File: src/rtl/img_uart_streamer.sv
// img_uart_streamer: walks NUM_PIXELS 24-bit RGB pixels in a synchronous-read
// image RAM and streams them as bytes into the UART TX FIFO. Each pixel is sent
// as one gray byte, three gray bytes or raw R,G,B, depending on the latched mode.
// The FIFO handshake is wr_uart = !tx_full while sending.
module img_uart_streamer #(
    parameter int ADDR_BITS  = 13,
    parameter int NUM_PIXELS = 6867,
    parameter int BASE_ADDR  = 0
) (
    input  logic                 clk,
    input  logic                 reset,
    input  logic                 start,
    input  logic                 loop,
    input  logic [1:0]           mode,
    output logic [ADDR_BITS-1:0] mem_addr,
    input  logic [23:0]          mem_do,
    input  logic                 tx_full,
    output logic                 wr_uart,
    output logic [7:0]           w_data,
    output logic                 busy,
    output logic                 done,
    output logic [ADDR_BITS-1:0] pixel_idx
);

    typedef enum logic [2:0] {
        S_IDLE  = 3'd0,
        S_FETCH = 3'd1,
        S_WAIT  = 3'd2,
        S_SEND  = 3'd3,
        S_DONE  = 3'd4
    } state_t;

    localparam logic [ADDR_BITS-1:0] BASE_A   = ADDR_BITS'(BASE_ADDR);
    localparam logic [ADDR_BITS-1:0] LAST_IDX = ADDR_BITS'(NUM_PIXELS - 1);

    // Luma approximation; the weights sum to 256, so the 16-bit sum cannot overflow.
    function automatic logic [7:0] gray_of(input logic [23:0] pix);
        logic [15:0] acc;
        acc = 16'd77  * {8'd0, pix[23:16]}
            + 16'd150 * {8'd0, pix[15:8]}
            + 16'd29  * {8'd0, pix[7:0]};
        return acc[15:8];
    endfunction

    // Byte to present for a given mode and byte position within the pixel.
    function automatic logic [7:0] byte_sel(input logic [1:0]  m,
                                            input logic [23:0] pix,
                                            input logic [1:0]  cnt);
        logic [7:0] b;
        if (m == 2'd2) begin
            case (cnt)
                2'd0:    b = pix[23:16];
                2'd1:    b = pix[15:8];
                default: b = pix[7:0];
            endcase
        end else begin
            b = gray_of(pix);
        end
        return b;
    endfunction

    state_t                 r_state, w_state_next;
    logic [ADDR_BITS-1:0]   r_pixel_idx, w_pixel_idx_next;
    logic [ADDR_BITS-1:0]   r_mem_addr;
    logic [1:0]             r_mode, w_mode_next;
    logic [23:0]            r_pixel, w_pixel_next;
    logic [1:0]             r_byte_cnt, w_byte_cnt_next;
    logic                   w_wr;
    logic                   w_last_byte;

    // Modes 1 and 2 send three bytes per pixel; modes 0 and 3 send one.
    assign w_last_byte = ((r_mode == 2'd1) || (r_mode == 2'd2)) ? (r_byte_cnt == 2'd2) : 1'b1;

    // State register and datapath registers; the address is precomputed so it is valid throughout FETCH.
    always_ff @(posedge clk) begin
        if (reset) begin
            r_state     <= S_IDLE;
            r_pixel_idx <= '0;
            r_mem_addr  <= BASE_A;
            r_mode      <= 2'd0;
            r_pixel     <= 24'd0;
            r_byte_cnt  <= 2'd0;
        end else begin
            r_state     <= w_state_next;
            r_pixel_idx <= w_pixel_idx_next;
            r_mem_addr  <= BASE_A + w_pixel_idx_next;
            r_mode      <= w_mode_next;
            r_pixel     <= w_pixel_next;
            r_byte_cnt  <= w_byte_cnt_next;
        end
    end

    // Next-state logic and the FIFO write strobe.
    always_comb begin
        w_state_next     = r_state;
        w_pixel_idx_next = r_pixel_idx;
        w_mode_next      = r_mode;
        w_pixel_next     = r_pixel;
        w_byte_cnt_next  = r_byte_cnt;
        w_wr             = 1'b0;
        case (r_state)
            S_IDLE: begin
                w_pixel_idx_next = '0;
                if (start) begin
                    w_mode_next  = mode;
                    w_state_next = S_FETCH;
                end else begin
                    w_state_next = S_IDLE;
                end
            end
            S_FETCH: begin
                w_state_next = S_WAIT;
            end
            S_WAIT: begin
                w_pixel_next    = mem_do;
                w_byte_cnt_next = 2'd0;
                w_state_next    = S_SEND;
            end
            S_SEND: begin
                if (!tx_full) begin
                    w_wr = 1'b1;
                    if (w_last_byte) begin
                        if (r_pixel_idx == LAST_IDX) begin
                            w_state_next = S_DONE;
                        end else begin
                            w_pixel_idx_next = r_pixel_idx + {{(ADDR_BITS-1){1'b0}}, 1'b1};
                            w_state_next     = S_FETCH;
                        end
                    end else begin
                        w_byte_cnt_next = r_byte_cnt + 2'd1;
                    end
                end else begin
                    w_state_next = S_SEND;
                end
            end
            S_DONE: begin
                w_pixel_idx_next = '0;
                if (loop) begin
                    w_mode_next  = mode;
                    w_state_next = S_FETCH;
                end else begin
                    w_state_next = S_IDLE;
                end
            end
            default: begin
                w_state_next     = S_IDLE;
                w_pixel_idx_next = '0;
            end
        endcase
    end

    assign mem_addr  = r_mem_addr;
    assign pixel_idx = r_pixel_idx;
    assign busy      = (r_state != S_IDLE);
    assign done      = (r_state == S_DONE);
    assign wr_uart   = w_wr;
    assign w_data    = byte_sel(r_mode, r_pixel, r_byte_cnt);

endmodule

File: config.mk
export PLATFORM = sky130hd
export DESIGN_NAME = img_uart_streamer
export DESIGN_NICKNAME = d
export VERILOG_FILES = /design/src/rtl/img_uart_streamer.sv
export SDC_FILE = /design/constraint.sdc
export NUM_CORES = 1
export LEC_CHECK = 0
export BUFFER_PORTS_ARGS = -buffer_cell sky130_fd_sc_hd__buf_2
export CAP_MARGIN = 20
export CORE_MARGIN = 2
export CORE_UTILIZATION = 30
export CTS_CLUSTER_SIZE = 30
export DETAILED_ROUTE_END_ITERATION = 8
export SLEW_MARGIN = 20
export SYNTH_ARGS = -nofsm -noshare
export SYNTH_HDL_FRONTEND = slang
export SYNTH_SLANG_ARGS = --single-unit
File: constraint.sdc
create_clock -name clk -period 16.8 [get_ports clk]
set_input_delay 1.68 -clock clk [delete_from_list [all_inputs] [get_ports clk]]
set_output_delay 1.68 -clock clk [all_outputs]
set_load 0.01 [all_outputs]
# Word-level counts from Yosys, hierarchy flattened

Index checks and enable logic that the tools add are counted.

Word-level logic and storage cells: 60
Input port bits: 31
Bits in registers: 44

Muxes and demuxes: 21
Add/sub/neg operators: 4
Multiply operators: 3
Equal/unequal tests: 16
Reductions and logical operators: 10
Bitwise logic cells: 1

Operators by type and width:

| kind                  | number |
|---|---|
| $mux 13               | 3 |
| $mul 7x8->15 const A  | 2 |
| $pmux 13 s2           | 1 |
| $add 15x16->16        | 1 |
| $add 16x13->16        | 1 |
| $pmux 8 s2            | 1 |
| $pmux 3 s5            | 1 |
| $add 13x1->13 const B | 1 |
| $eq 13x13->1 const B  | 1 |
| $mul 5x8->13 const A  | 1 |
| $ne 2x2->1 const B    | 6 |
| $mux 3                | 3 |
| $mux 2                | 4 |
| $mux 8                | 1 |
| $pmux 2 s2            | 2 |
| $eq 3x2->1 const B    | 2 |
| $reduce_and 3->1      | 2 |
| $mux 1                | 5 |
| $eq 2x1->1 const B    | 2 |
| $eq 2x2->1 const B    | 2 |
| $reduce_and 4->1      | 1 |
| $reduce_bool 2->1     | 2 |
| $eq 3x1->1 const B    | 1 |
| $eq 3x3->1 const B    | 1 |
| other kinds (8)       | 8 |

# Logic depth before layout (Yosys ltp)

Gate-level depths: netlist of the first run.

Word-level depth: 6
Depth in mapped cells: 24

# Worst setup path before layout of the first run

OpenSTA, ideal clock, no wires.

Kind: register to output
Start: reg r_pixel[12]
End: out w_data[7]
Path slack: 9.367 ns
Stages on the path, launching flop included: 21
Data arrival time: 5.753 ns
Required time: 15.120 ns
Path buffers: 0
Path through: dfxtp_1 > ha_1 > ha_1 > inv_1 > fa_1 > fa_1 > inv_1 > ha_1 > xnor2_1 > fa_1 > fa_1 > inv_1 > fa_1 > fa_1 > inv_1 > ha_1 > nand2_1 > o21ai_0 > a31oi_1 > xnor2_1 > o21ai_0

Longest elaborated chain between the ends: 4

Ends and longest elaborated chain:

| what                   | RTL line | source |
|---|---|---|
| from (decl)            | 66       | `logic [23:0] r_pixel, w_pixel_next;` |
| from (signal assigned) | 88       | `r_pixel <= w_pixel_next;` |
| $mul 7x8->15           | 40       | `+ 16'd150 * {8'd0, pix[15:8]}` |
| $add 15x16->16         | 40       |  |
| $add 16x13->16         | 41       | `+ 16'd29 * {8'd0, pix[7:0]};` |
| $mux 8                 | 50       | `if (m == 2'd2) begin` |
| to (decl)              | 19       | `output logic [7:0] w_data,` |

No other way between the ends.

# Worst setup path after layout of the first run

Start: reg r_pixel[11]
End: out w_data[5]

Same word-level chain as after synthesis.

==> reports/metrics.csv, run 1 <==
metric,value,unit
Root Driver,clkbuf_16,
IO Count,68,
initial antenna violation count,0,
Chip Width,135,microns
"top cells by area, synth","ha_1, fa_1, dfxtp_1",
status,"finished, final reports clean",
setup violators final,0,
f_max,123,MHz
placed insts,854,
Tot GR Track Use,0.134,
R2R Path Start,mem_addr[5],
Int Pwr,0.284,mW
biggest area consumer among synthesized cells,ha_1,
Final Critical Period,8.16,ns
Final Wtd Congestion,0.816,
fraction of layout cells with a size suffix above 1,0.125,
"Async S/R FF share, synth",0,
Net Sw Frac,0.403,
post-route DRC violation count,0,
Post-CTS Setup Inserts,0,
worst rel slew slack,0.328,
Critical Path Fanout Max,6,
fin crit share,0.486,
"setup slack, reg-to-reg",14.71,ns
core footprint,16700,sq um
Routed Wire Length,11800,microns
sequential fraction of the synthesis area,0.171,
largest net degree at the start of global routing,35,
Vias,4031,
synthesized area,5160,sq um
Seq cells post-synth,44,
Synth top area share,0.218,
Vias/cell,4.68,
CP max stage cell,fa_1,
CTS tree,yes,
Reg-to-Reg End,mem_addr[11],
Synth-to-Final Area Change,12.4,%
worst skew pair latency,0.29,ns
Inserted Diodes,0,
drt first-iter violations,128,
"delay-heaviest family, CP",adder cells,
GRT overflow,0,
row count,47,
overall power,0.475,mW
post-route ant nets,0,
worst setup path class,reg2out,
Clock transition at path regs,0.07,ns
Gate Count Post-Synth,594,
final slew viol count,0,
leakage,3.01,nW
max cap viols,0,
Critical Path AT,6.48,ns
hold_ws,0.485,ns
Reg power frac,0.258,
RSZ-0062 raised after global routing,no,
Worst Setup End Kind,output pin,
# hold bufs at CTS,0,
Layout Cells excl Fill,862,
clk buf depth,2,
Final Hold Viols,0,
count of different cell masters after synthesis,43,
Startpoint Class,register,
R2R cell count,7,
die height,135,microns
Post-Route Setup TNS,0,ns
most common library cell in the layout ignoring fill and taps,inv_1,
DIE AREA,18300,sq um
vias in the first global route,3921,
launch point of the worst path,r_pixel[11],
synthesized area per cell,8.69,sq um
cts bufs inserted,5,
dpl cell area,5630,sq um
cell area after layout,5800,sq um
data required time of the worst path,15.12,ns
Hold Path Class,reg2reg,
measured slew at the worst slew-check pin,1.00,ns
Clk pwr share,0.245,
CTS sink cnt,44,
ys flop type,dfxtp_1,
drt pass-1 iters,4,
Hold Path End,r_byte_cnt[1],
worst hold path cell count,2,
CP Buf/Inv Count,7,
total nets after synthesis,770,
Routed wire per std cell,13.7,microns
highest-count cells in the layout ignoring fill and taps,"inv_1, ha_1, nand2_1, buf_2, fa_1",
largest vdd supply drop,0.0000403,V
hold_sp,r_byte_cnt[1],
yosys warns,0,
max incr delay on CP,0.54,ns
Post-synth EDFFs,0,
Psw,0.191,mW
first-pass GRT wire length,19600,microns
Final HPWL DP,9930,microns
pwr dens,81.8,nW/um^2
Final nets,817,
Combinational Power Share,0.498,
depth of the CTS H-tree,2,
PortBufs,67,
Final Skew,0.00646,ns
Post-CTS Resized,0,
initial core utilization,0.309,
flip-flops by register name (all words and copies together), names as in the netlist:
| register | flops |
|---|---|
| r_pixel | 24 |
| r_mode | 2 |
| r_byte_cnt | 2 |
| mem_addr | 13 |
| r_state | 3 |
area by class of cell:
cell class | count | area (sq um)
Tap cell | 220 | 275
Fill cell | 1777 | 10900
Clock inverter | 2 | 38.8
Clock buffer | 6 | 139
Sequential cell | 44 | 881
Inverter | 98 | 368
Multi-Input combinational cell | 425 | 3770
Timing Repair Buffer | 67 | 335
cells in the mapped netlist (2+ instances only):
library cell / number
nor2_1: 29
buf_4: 13
and2_1: 2
or3_1: 5
a31oi_1: 4
mux2i_1: 4
a21o_1: 5
dfxtp_1: 44
nand4_1: 4
fa_1: 55
a211oi_1: 2
ha_1: 90
a21oi_1: 47
nand2b_1: 2
a22oi_1: 9
xor2_1: 9
nor2b_1: 3
o21a_1: 2
o21ai_0: 17
nand3_1: 8
or4_1: 2
o21bai_1: 4
clkbuf_1: 14
xnor2_1: 18
nor3_1: 3
nor4_1: 5
inv_1: 98
nand2_1: 81
worst register-to-register path, stage by stage, from the launching register on:
cell	delay (ns)
dfxtp_1	0.40
or4_1	0.60
o32a_1	0.36
o21a_4	0.24
nand2_4	0.11
nor4_1	0.07
xnor2_1	0.15
nor2_1	0.05
routing by layer:
layer	wire, microns	share of wire	up-vias	GRT usage
met2	5930	0.50	63	0.234
met4	148	0.013	0	0.0237
met3	342	0.029	8	0.0183
met1	5400	0.46	1941	0.180
li1	-	-	2019	-
met5	0	0	-	0
kinds of logic after synthesis:
family,Yosys count,share of synthesized area
compound gates,100,0.117
flops,44,0.171
simple gates,149,0.127
fa+ha+maj,145,0.431
xor+xnor,27,0.0458
mux,4,0.00776
buf+inv,125,0.100
power by group through the flow:
stage | Sequential [mW] | Clock [mW] | Combinational (mW)
finish | 0.122 | 0.116 | 0.236
global route | 0.124 | 0.125 | 0.277
CTS | 0.122 | 0.120 | 0.242
detailed placement | 0.125 | 0 | 0.240
global placement | 0.124 | 0 | 0.238
floorplan | 0.120 | 0 | 0.181
worst max-delay path by stage:
stage                      to  slack, ns  depth (start not counted)
detailed placement  w_data[5]       8.97                         25
global route        w_data[5]       8.27                         25
global placement    w_data[5]       9.08                         25
finish              w_data[5]       8.64                         25
CTS                 w_data[5]       8.64                         25
floorplan           w_data[7]       9.37                         20
stage by stage:
stage	setup WS, ns	util
floorplan	9.37	-
global placement	9.08	0.337
detailed placement	8.97	0.337
CTS	8.64	0.347
global route	8.27	0.347
finish	8.64	0.347
(Power assumes the default switching activity.)
==> run 2, diff against run 1 <==
==> constraint.sdc (replaced) <==
create_clock -name clk -period 7.4 [get_ports clk]
set_input_delay 0.74 -clock clk [delete_from_list [all_inputs] [get_ports clk]]
set_output_delay 0.74 -clock clk [all_outputs]
set_load 0.01 [all_outputs]
==> reports/metrics.csv, run 2 (synthesized netlist as in run 1, its figures left out) <==
metric,value,unit
launch point of the worst path,r_pixel[14],
Final Skew,0.00470,ns
Inserted Diodes,0,
Largest Register,r_pixel,
Routed Wire Length,11700,microns
Psw,0.439,mW
drt first-iter violations,111,
row count,47,
Worst Setup End Kind,output pin,
fraction of layout cells with a size suffix above 1,0.132,
Combinational Power Share,0.508,
Tot GR Track Use,0.132,
cts bufs inserted,5,
# hold bufs at CTS,0,
Layout fillers,1781,
initial antenna violation count,0,
Root Driver,clkbuf_16,
fin crit share,0.959,
status,"finished, final reports clean",
Synth-to-Final Area Change,12.9,%
max cap viols,0,
pwr dens,185,nW/um^2
Critical Path Fanout Max,6,
f_max,141,MHz
vias in the first global route,3852,
R2R Path Start,mem_addr[5],
Final HPWL DP,9880,microns
DIE AREA,18300,sq um
post-route DRC violation count,0,
placed insts,856,
GRT overflow,0,
worst rel slew slack,0.324,
Clk pwr share,0.236,
worst skew pair latency,0.28,ns
Vias,4027,
PortBufs,67,
Startpoint Class,register,
first-pass GRT wire length,19300,microns
Vias/cell,4.66,
Int Pwr,0.639,mW
clk buf depth,2,
largest net degree at the start of global routing,35,
measured slew at the worst slew-check pin,1.01,ns
Routed wire per std cell,13.6,microns
data required time of the worst path,6.66,ns
core footprint,16700,sq um
Hold Path Class,reg2reg,
final slew viol count,0,
Final Wtd Congestion,0.818,
post-route ant nets,0,
depth of the CTS H-tree,2,
Final nets,819,
dpl ws,0.496,ns
highest-count cells in the layout ignoring fill and taps,"inv_1, ha_1, nand2_1, buf_2, fa_1",
initial core utilization,0.309,
max reg flops,24,
Post-CTS Setup Inserts,0,
die height,135,microns
setup violators final,0,
hold_sp,r_mode[0],
Util after Layout,0.349,
IO Count,68,
dpl cell area,5640,sq um
Final Hold Viols,0,
worst setup path class,reg2out,
cell area after layout,5830,sq um
CTS tree,yes,
final worst slack,0.300,ns
Clock transition at path regs,0.06,ns
Chip Width,135,microns
Reg power frac,0.256,
drt pass-1 iters,4,
leakage,3.01,nW
Critical Path AT,6.36,ns
Layout Cells excl Fill,864,
Final Critical Period,7.10,ns
CTS sink cnt,44,
Post-Route Setup TNS,0,ns
largest vdd supply drop,0.000107,V
Net Sw Frac,0.407,
most common library cell in the layout ignoring fill and taps,inv_1,
[run 2: final timing paths]
| kind | end | slack [ns] | depth (start not counted) |
|---|---|---|---|
| worst min register to register | r_mode[0] | 0.50 | 2 |
| worst max-delay path | w_data[4] | 0.30 | 21 |
| worst max register to register | mem_addr[8] | 5.32 | 7 |
| worst min-delay path | r_mode[0] | 0.50 | 2 |
[run 2: power groups by stage]
stage | clock [mW] | combinational (mW) | sequential, mW
after floorplan | 0 | 0.412 | 0.272
after global placement | 0 | 0.541 | 0.281
after detailed placement | 0 | 0.549 | 0.282
after CTS | 0.263 | 0.552 | 0.277
after global routing | 0.273 | 0.641 | 0.279
final | 0.254 | 0.547 | 0.276
[run 2: through the flow]
stage | hold WS [ns] | total power, mW
finish | 0.498 | 1.08
global route | 0.531 | 1.19
detailed placement | 0.489 | 0.831
global placement | 0.478 | 0.823
CTS | 0.505 | 1.09
floorplan | 0.463 | 0.684
[run 2: worst max-delay path, stage by stage, from the launching register on]
cell and delay [ns]:
dfxtp_1 0.45, ha_1 0.30, ha_1 0.28, inv_1 0.05, fa_1 0.49, fa_1 0.51
inv_1 0.04, ha_1 0.35, xnor2_1 0.21, fa_1 0.46, fa_1 0.51, inv_1 0.05
fa_1 0.46, fa_1 0.54, inv_1 0.05, ha_1 0.33, nand3_1 0.09, o221ai_1 0.32
a21oi_1 0.14, xor2_1 0.16, o21ai_0 0.13, buf_2 0.15
[run 2: repair_timing]
| action | in CTS | in global routing |
|---|---|---|
| gates resized for setup | 0 | 5 |
| endpoints found under the setup margin | 0 | 5 |
| hold endpoints to repair | 0 | 0 |
[run 2: area by class of cell]
| class | instances | area (sq um) | area share |
|---|---|---|---|
| Inverter | 98 | 368 | 0.0631 |
| Sequential cell | 44 | 881 | 0.151 |
| Clock inverter | 3 | 46.3 | 0.00794 |
| Multi-Input combinational cell | 425 | 3780 | 0.649 |
| Clock buffer | 5 | 125 | 0.0215 |
| Timing Repair Buffer | 69 | 350 | 0.0601 |
| Tap cell | 220 | 275 | 0.0472 |
[run 2: routing by layer]
metal,GRT usage,up-vias,part of all wire
li1,-,2025,-
met1,0.176,1924,0.46
met2,0.229,66,0.50
met3,0.0198,12,0.028
met4,0.0255,0,0.016
met5,0,-,0
